<file path="src/rtl/output_row_writer_if.sv">
// ---------------------------------------------------------------------------
// output_row_writer_if
// Purpose : bundles the run control, result-bit stream and output SRAM write
//           port of output_row_writer.
// Signals :
//   run_start, run_end        run control pulses (master -> slave)
//   bit_valid, bit_in         conv result bit stream (master -> slave)
//   row_commit, frame_done    row control pulses (master -> slave)
//   dut_sram_write_address    12-bit SRAM word address (slave -> master)
//   dut_sram_write_data       16-bit packed row (slave -> master)
//   dut_sram_write_enable     write strobe (slave -> master)
//   busy, overflow            status (slave -> master)
// Modports: master = stimulus/controller side, slave = output_row_writer.
// ---------------------------------------------------------------------------
interface output_row_writer_if;
  logic        run_start;
  logic        run_end;
  logic        bit_valid;
  logic        bit_in;
  logic        row_commit;
  logic        frame_done;
  logic [11:0] dut_sram_write_address;
  logic [15:0] dut_sram_write_data;
  logic        dut_sram_write_enable;
  logic        busy;
  logic        overflow;

  modport master (
    output run_start, run_end, bit_valid, bit_in, row_commit, frame_done,
    input  dut_sram_write_address, dut_sram_write_data, dut_sram_write_enable,
    input  busy, overflow
  );

  modport slave (
    input  run_start, run_end, bit_valid, bit_in, row_commit, frame_done,
    output dut_sram_write_address, dut_sram_write_data, dut_sram_write_enable,
    output busy, overflow
  );
endinterface

</file>
<file path="src/rtl/output_row_writer.sv">
// ---------------------------------------------------------------------------
// output_row_writer
// Purpose : collects single conv result bits into a 16-bit row and writes
//           each committed row to consecutive words of the output SRAM.
// Ports   :
//   clk      rising-edge clock
//   reset_b  synchronous active-high reset
//   bus      output_row_writer_if.slave (run control, bit stream, SRAM
//            write port, busy/overflow status)
// Config  : define ROW_MSB_FIRST_EN to pack column k at bit [15-k] instead of
//           bit [k].
// ---------------------------------------------------------------------------
module output_row_writer (
  input  logic                 clk,
  input  logic                 reset_b,
  output_row_writer_if.slave   bus
);

  typedef enum logic [1:0] {
    ST_IDLE    = 2'd0,
    ST_COLLECT = 2'd1,
    ST_WRITE   = 2'd2
  } state_t;

  state_t      state_r;
  logic [11:0] addr_r;
  logic [15:0] data_r;
  logic        we_r;
  logic        busy_r;
  logic        overflow_r;
  logic [15:0] row_r;
  logic [4:0]  count_r;
  logic        end_pending_r;   // run_end arrived together with row_commit

  logic [15:0] row_ins_s;
  logic [4:0]  count_ins_s;
  logic        ovf_hit_s;

  // Bit position of output column col inside the packed row.
  function automatic logic [3:0] col_pos(input logic [3:0] col);
`ifdef ROW_MSB_FIRST_EN
    col_pos = 4'd15 - col;
`else
    col_pos = col;
`endif
  endfunction

  // Row/count as they would be after accepting this cycle's bit (if any).
  always_comb begin
    row_ins_s   = row_r;
    count_ins_s = count_r;
    ovf_hit_s   = 1'b0;
    if (bus.bit_valid) begin
      if (count_r < 5'd16) begin
        row_ins_s[col_pos(count_r[3:0])] = bus.bit_in;
        count_ins_s                      = count_r + 5'd1;
      end else begin
        ovf_hit_s = 1'b1;
      end
    end else begin
      ovf_hit_s = 1'b0;
    end
  end

  // Control FSM with registered SRAM port and status outputs.
  always_ff @(posedge clk) begin
    if (reset_b) begin
      state_r       <= ST_IDLE;
      addr_r        <= 12'h000;
      data_r        <= 16'h0000;
      we_r          <= 1'b0;
      busy_r        <= 1'b0;
      overflow_r    <= 1'b0;
      row_r         <= 16'h0000;
      count_r       <= 5'd0;
      end_pending_r <= 1'b0;
    end else begin
      case (state_r)
        ST_IDLE: begin
          we_r <= 1'b0;
          if (bus.run_start) begin
            state_r       <= ST_COLLECT;
            busy_r        <= 1'b1;
            addr_r        <= 12'h000;
            row_r         <= 16'h0000;
            count_r       <= 5'd0;
            overflow_r    <= 1'b0;
            end_pending_r <= 1'b0;
          end else begin
            busy_r <= 1'b0;
          end
        end

        ST_COLLECT: begin
          if (ovf_hit_s) begin
            overflow_r <= 1'b1;
          end
          if (bus.row_commit) begin
            // The bit offered alongside the commit belongs to this row.
            state_r       <= ST_WRITE;
            we_r          <= 1'b1;
            data_r        <= row_ins_s;
            row_r         <= row_ins_s;
            count_r       <= count_ins_s;
            end_pending_r <= bus.run_end;
            busy_r        <= 1'b1;
          end else if (bus.run_end) begin
            state_r <= ST_IDLE;
            we_r    <= 1'b0;
            busy_r  <= 1'b0;
          end else if (bus.frame_done) begin
            we_r    <= 1'b0;
            row_r   <= 16'h0000;
            count_r <= 5'd0;
          end else begin
            we_r    <= 1'b0;
            row_r   <= row_ins_s;
            count_r <= count_ins_s;
          end
        end

        ST_WRITE: begin
          // Single write cycle; address wraps naturally at 12 bits.
          we_r          <= 1'b0;
          addr_r        <= addr_r + 12'd1;
          row_r         <= 16'h0000;
          count_r       <= 5'd0;
          end_pending_r <= 1'b0;
          if (bus.run_end || end_pending_r) begin
            state_r <= ST_IDLE;
            busy_r  <= 1'b0;
          end else begin
            state_r <= ST_COLLECT;
            busy_r  <= 1'b1;
          end
        end

        default: begin
          state_r       <= ST_IDLE;
          we_r          <= 1'b0;
          busy_r        <= 1'b0;
          row_r         <= 16'h0000;
          count_r       <= 5'd0;
          end_pending_r <= 1'b0;
        end
      endcase
    end
  end

  assign bus.dut_sram_write_address = addr_r;
  assign bus.dut_sram_write_data    = data_r;
  assign bus.dut_sram_write_enable  = we_r;
  assign bus.busy                   = busy_r;
  assign bus.overflow               = overflow_r;

endmodule

</file>
<file path="src/flat_wrapper.sv">
// flat-port wrapper written by rule: the top's interface ports become plain ports
module output_row_writer_flat 
  (clk, reset_b, bus_run_start, bus_run_end, bus_bit_valid, bus_bit_in, bus_row_commit, bus_frame_done, bus_dut_sram_write_address, bus_dut_sram_write_data, bus_dut_sram_write_enable, bus_busy, bus_overflow);
  output_row_writer_if bus_i ();
  input  logic clk;
  input  logic reset_b;
  input wire logic [$bits(bus_i.run_start)-1:0] bus_run_start;
  input wire logic [$bits(bus_i.run_end)-1:0] bus_run_end;
  input wire logic [$bits(bus_i.bit_valid)-1:0] bus_bit_valid;
  input wire logic [$bits(bus_i.bit_in)-1:0] bus_bit_in;
  input wire logic [$bits(bus_i.row_commit)-1:0] bus_row_commit;
  input wire logic [$bits(bus_i.frame_done)-1:0] bus_frame_done;
  output wire logic [$bits(bus_i.dut_sram_write_address)-1:0] bus_dut_sram_write_address;
  output wire logic [$bits(bus_i.dut_sram_write_data)-1:0] bus_dut_sram_write_data;
  output wire logic [$bits(bus_i.dut_sram_write_enable)-1:0] bus_dut_sram_write_enable;
  output wire logic [$bits(bus_i.busy)-1:0] bus_busy;
  output wire logic [$bits(bus_i.overflow)-1:0] bus_overflow;
  assign bus_i.run_start = bus_run_start;
  assign bus_i.run_end = bus_run_end;
  assign bus_i.bit_valid = bus_bit_valid;
  assign bus_i.bit_in = bus_bit_in;
  assign bus_i.row_commit = bus_row_commit;
  assign bus_i.frame_done = bus_frame_done;
  assign bus_dut_sram_write_address = bus_i.dut_sram_write_address;
  assign bus_dut_sram_write_data = bus_i.dut_sram_write_data;
  assign bus_dut_sram_write_enable = bus_i.dut_sram_write_enable;
  assign bus_busy = bus_i.busy;
  assign bus_overflow = bus_i.overflow;
  output_row_writer u_core (.clk(clk), .reset_b(reset_b), .bus(bus_i));
endmodule
</file>
<file path="config.mk">
export PLATFORM = sky130hd
export DESIGN_NAME = output_row_writer_flat
export DESIGN_NICKNAME = d
export VERILOG_FILES = /design/src/rtl/output_row_writer_if.sv /design/src/rtl/output_row_writer.sv /design/src/flat_wrapper.sv
export SDC_FILE = /design/constraint.sdc
export NUM_CORES = 1
export LEC_CHECK = 0
export ABC_AREA = 1
export BUFFER_PORTS_ARGS = -buffer_cell sky130_fd_sc_hd__buf_4
export CORE_MARGIN = 4
export CORE_UTILIZATION = 40
export DETAILED_ROUTE_END_ITERATION = 16
export PLACE_DENSITY_LB_ADDON = 0.25
export SYNTH_ARGS = -nofsm -noshare
export SYNTH_HDL_FRONTEND = slang
export SYNTH_SLANG_ARGS = --single-unit
</file>
<file path="constraint.sdc">
create_clock -name clk -period 2.2 [get_ports clk]
set_input_delay 0.22 -clock clk [delete_from_list [all_inputs] [get_ports clk]]
set_output_delay 0.22 -clock clk [all_outputs]
set_load 0.03 [all_outputs]
</file>
After elaboration in Yosys (flattened, before gate mapping)
Index checks and enable logic that the tools add are counted.

word-level totals
  input port bits = 8
  register bits after elaboration = 55
  word-level logic and storage cells = 71

cells by class
  muxes and demuxes = 37
  eq/ne operators = 7
  bitwise gates (word level) = 1
  reductions and logical operators = 12
  magnitude comparators = 3
  add/sub/neg operators = 2

operators with widths
  cell                                                                                 count
  16-bit 2-to-1 mux                                                                    6
  16-bit one-hot mux with 2 select lines                                               1
  5-bit 2-to-1 mux                                                                     6
  12-bit one-hot mux with 2 select lines                                               1
  16-bit bitwise mux                                                                   1
  12-bit by 1-bit adder with 12-bit output, second input constant                      1
  1-bit 2-to-1 mux                                                                     12
  12-bit 2-to-1 mux                                                                    1
  5-bit one-hot mux with 2 select lines                                                1
  2-bit AND reduction                                                                  5
  2-bit 2-to-1 mux                                                                     3
  3-bit inequality test, second input constant                                         2
  2-bit one-hot mux with 3 select lines                                                1
  5-bit by 1-bit adder with 5-bit output, second input constant                        1
  4-bit by 5-bit < comparator with 1-bit output, second input constant                 1
  5-bit < comparator, second input constant                                            1
  1-bit demux with 4-bit select                                                        1
  4-bit by 1-bit greater-or-equal comparator with 1-bit output, second input constant  1
  2-bit inequality test, second input constant                                         2
  1-bit one-hot mux with 2 select lines                                                2
  2-bit nonzero test                                                                   2
  1-bit one-hot mux with 3 select lines                                                1
  3-bit AND reduction                                                                  1
  2-bit by 1-bit == test with 1-bit output, second input constant                      1
  7 further kinds                                                                      7

Longest topological paths before layout
  word-level depth = 11
  gate-level depth with buffers = 8

Worst setup path after synthesis
No wires, ideal clock.

  kind = reg2reg
  from = reg u_core.addr_r[1] (netlist: u_core.bus.dut_sram_write_address[1])
  to = reg u_core.addr_r[6] (netlist: u_core.bus.dut_sram_write_address[6])
  cell stages (with the launch flop) = 7
  path buffers = 0
  required time = 2.130 ns
  path slack = 0.603 ns
  data arrival time = 1.528 ns
  cell sequence = dfxtp_1 -> ha_1 -> nand2_1 -> nor2_1 -> a21oi_1 -> or2_2 -> a21oi_1

between the ends
  cells in the longest elaborated chain, start to end = 2

ends and longest elaborated chain
  what                                      RTL line                  text
  start, declared                           output_row_writer.sv:26   logic [11:0] addr_r;
  start signal, assigned                    output_row_writer.sv:125  addr_r <= addr_r + 12'd1;
  12-bit by 1-bit adder with 12-bit output  output_row_writer.sv:125
  12-bit one-hot mux with 2 select lines    output_row_writer.sv:78   case (state_r)

No other way between the ends.
A chain may end at the register's enable or synchronous reset.

Final worst setup path
Same ends and word-level chain as after synthesis.

==> impl_metrics.json <==
{
  "cts_htree_levels": 2,
  "fin_crit_ps": 1540,
  "final_layout_size_suffix_gt1_frac": 0.197,
  "p_int_mw": 1.35,
  "p_leak_nw": 1.18,
  "cts_hold_buffers": 0,
  "worstPathArrival_ps": 1790,
  "fin_skew_ps": 7.18,
  "synth_seq_area_share": 0.389,
  "start_util": 0.415,
  "cts.sinks": 55,
  "ir_worst_vdd_mv": 0.273,
  "drtAntennaViolNets": 0,
  "critPathLaunchType": "flip-flop",
  "reg2reg_depth": 6,
  "holdPathEnd": "u_core.end_pending_r",
  "grt_pass1_wl_microns": 11100,
  "rows": 30,
  "design.core.area_sq_mm": 0.00683,
  "crit_fanout": 6,
  "critPathCaptureType": "flip-flop",
  "drc": 0,
  "synth_edf_count": 0,
  "grt_max_degree": 34,
  "vias": 2505,
  "netlist_instances": 374,
  "r2r-start": "u_core.bus.dut_sram_write_address[1]",
  "syn2layout_area_growth_pct": 13.6,
  "worstHoldStart": "bus_run_end",
  "root_buffer": "clkbuf_8",
  "die_y_microns": 92.2,
  "maxSlewViolCount": 0,
  "synth_top_cell_by_area": "dfxtp_1",
  "drtIter0Drc": 135,
  "worst_slew_pin_slew_ps": 680,
  "tns_ps": 0,
  "path_class": "flip-flop to flip-flop",
  "clk_latency_ps": 310,
  "overflow": 0,
  "place_congestion": 0.784,
  "final_cells": 503,
  "status": "finished clean",
  "p_clk_frac": 0.293,
  "dp_cells": 495,
  "combPwrFrac": 0.160,
  "routed_wl_microns": 6240,
  "wl_per_cell_microns": 12.4,
  "syn_nets": 389,
  "synthFlopType": "dfxtp_1",
  "pin_count": 39,
  "clkTransAtPathRegs_ps": 100,
  "p_per_area_mw_per_mm2": 597,
  "netlist.area_leader.share": 0.389,
  "drv_cap": 0,
  "rsz0062_at_grt": "false",
  "first_pass_iters": 4,
  "dieArea_sq_mm": 0.00850,
  "fmax_ghz": 0.649,
  "ys_ff_latch": 55,
  "r2r-end": "u_core.bus.dut_sram_write_address[6]",
  "antenna_found_initial": 0,
  "yosys-top-cells-area": "dfxtp_1 39%, nand2_1 11%, a21oi_1 6.5%, nor2_1 4.8%, o21ai_0 4.8%",
  "setup_viol_count_final": 0,
  "nets": 421,
  "async_flop_share": 0,
  "hold_path.class": "input port to flip-flop",
  "port_buffers": 38,
  "cts_tree": "done",
  "clockBufferDepth": 2,
  "syn-mean-instance-area_sq_um": 7.58,
  "postCtsSetupRepairBufs": 0,
  "r2r_setup_slack_ps": 660,
  "synth_area_sq_mm": 0.00283,
  "grt_pass1_vias": 2402,
  "ys_types": 34,
  "power_switching_uw": 577,
  "antenna_cells": 0,
  "required_ps": 2450,
  "pwr-share-seq": 0.546,
  "switching_share": 0.300,
  "routed_via_density": 4.98,
  "cts.repair.resized": 0,
  "whs_path_depth": 3,
  "yosysWarnings": 0,
  "track_usage": 0.158,
  "place_hpwl_microns": 4510,
  "dieWidth_microns": 92.2,
  "report.final.hold_viol_count": 0,
  "fin_crit_sh": 0.701,
  "max_slew_margin": 0.546,
  "numCtsBuffers": 5
}
==> kinds of logic (layout without fill, tap and decap cells) <==
logic type / Yosys count / after routing / synth area share
AND/OR/NAND/NOR: 175 / 175 / 0.308
adder cells (fa/ha/maj): 7 / 7 / 0.0309
buffers and inverters: 44 / 77 / 0.0777
flip-flops: 55 / 55 / 0.389
AO/OA/AOI/OAI: 92 / 92 / 0.192
XOR/XNOR: 1 / 1 / 0.00309
==> metal layers <==
layer / up-vias / global-route usage / share of wire
met3: 10 / 0.0353 / 0.045
met2: 50 / 0.264 / 0.49
met4: 0 / 0.0594 / 0.014
met5: - / 0 / 0
met1: 1141 / 0.199 / 0.45
li1: 1304 / - / -
==> layout make-up <==
cell class / instances / area (sq um)
Sequential cell: 55 / 1100
Fill cell: 702 / 3610
Tap cell: 96 / 120
Inverter: 31 / 116
Timing Repair Buffer: 38 / 285
Multi-Input combinational cell: 275 / 1510
Clock buffer: 6 / 72.6
Clock inverter: 2 / 12.5
==> worst max-delay path: stages, from the launching register on <==
cell     delay [ps]
dfxtp_1         400
ha_1            200
nand2_1          90
nor2_1          300
a21oi_1         100
or2_2           280
a21oi_1         110
==> registers in the layout, summed over array words and instances (netlist names) <==
name,flops
u_core.row_r,16
u_core.bus.overflow,1
u_core.bus.busy,1
u_core.count_r,5
u_core.end_pending_r,1
u_core.bus.dut_sram_write_data,16
u_core.state_r,2
u_core.bus.dut_sram_write_enable,1
u_core.bus.dut_sram_write_address,12
==> power by group through the flow <==
stage	logic [mW]	registers (mW)	clock network, mW
after global routing	0.344	1.06	0.615
final	0.309	1.05	0.564
after CTS	0.314	1.05	0.577
after floorplan	0.187	1.12	0
after global placement	0.312	1.07	0
after detailed placement	0.313	1.07	0
==> cell usage in the layout, fill, tap and decap left out, types with 2 or more instances in the layout <==
| cell type | instances |
|---|---|
| a21oi_1 | 37 |
| a21oi_2 | 10 |
| buf_4 | 38 |
| clkbuf_8 | 5 |
| dfxtp_1 | 55 |
| ha_1 | 7 |
| inv_1 | 27 |
| inv_2 | 3 |
| nand2_1 | 81 |
| nand2_4 | 2 |
| nand3_1 | 26 |
| nand3_2 | 11 |
| nand4_1 | 7 |
| nor2_1 | 36 |
| nor2_4 | 2 |
| nor2_8 | 2 |
| nor3_1 | 2 |
| o21ai_0 | 27 |
| o21bai_1 | 15 |
==> synth_stat cells (2+ instances only) <==
cell type / instances
nand3_2: 11
nand2_4: 2
nand2_1: 81
nor3_1: 2
inv_1: 27
clkbuf_1: 2
buf_2: 6
nor2_4: 2
dfxtp_1: 55
nand4_1: 7
clkbuf_8: 2
nor2_1: 36
nand3_1: 26
a21oi_1: 37
ha_1: 7
inv_2: 3
a21oi_2: 10
o21bai_1: 15
o21ai_0: 27
nor2_8: 2
==> how the worst max path moves through the flow <==
stage / slack (ps) / start / cells after the start / endpoint
finish: 660 / u_core.bus.dut_sram_write_address[1] / 6 / u_core.bus.dut_sram_write_address[6]
detailed placement: 640 / reset_b / 4 / u_core.count_r[1]
global route: 450 / u_core.bus.dut_sram_write_address[1] / 6 / u_core.bus.dut_sram_write_address[6]
global placement: 690 / reset_b / 4 / u_core.count_r[1]
CTS: 650 / u_core.state_r[0] / 6 / u_core.bus.dut_sram_write_data[9]
floorplan: 600 / u_core.bus.dut_sram_write_address[1] / 6 / u_core.bus.dut_sram_write_address[6]
==> through the flow <==
| stage | hold slack [ps] | cell area [sq um] | setup WS, ps | utilization | power, mW |
|---|---|---|---|---|---|
| 3_5_place_dp | 453 | 3140 | 640 | 0.459 | 1.39 |
| 2_1_floorplan | 381 | 2830 | 603 | - | 1.31 |
| 6_report | 179 | 3220 | 658 | 0.471 | 1.92 |
| 4_1_cts | 177 | 3220 | 649 | 0.471 | 1.94 |
| 3_3_place_gp | 449 | 3140 | 687 | 0.459 | 1.39 |
| 5_1_grt | 223 | 3220 | 448 | 0.471 | 2.02 |
Note: power is estimated with default switching activity, not from simulation.
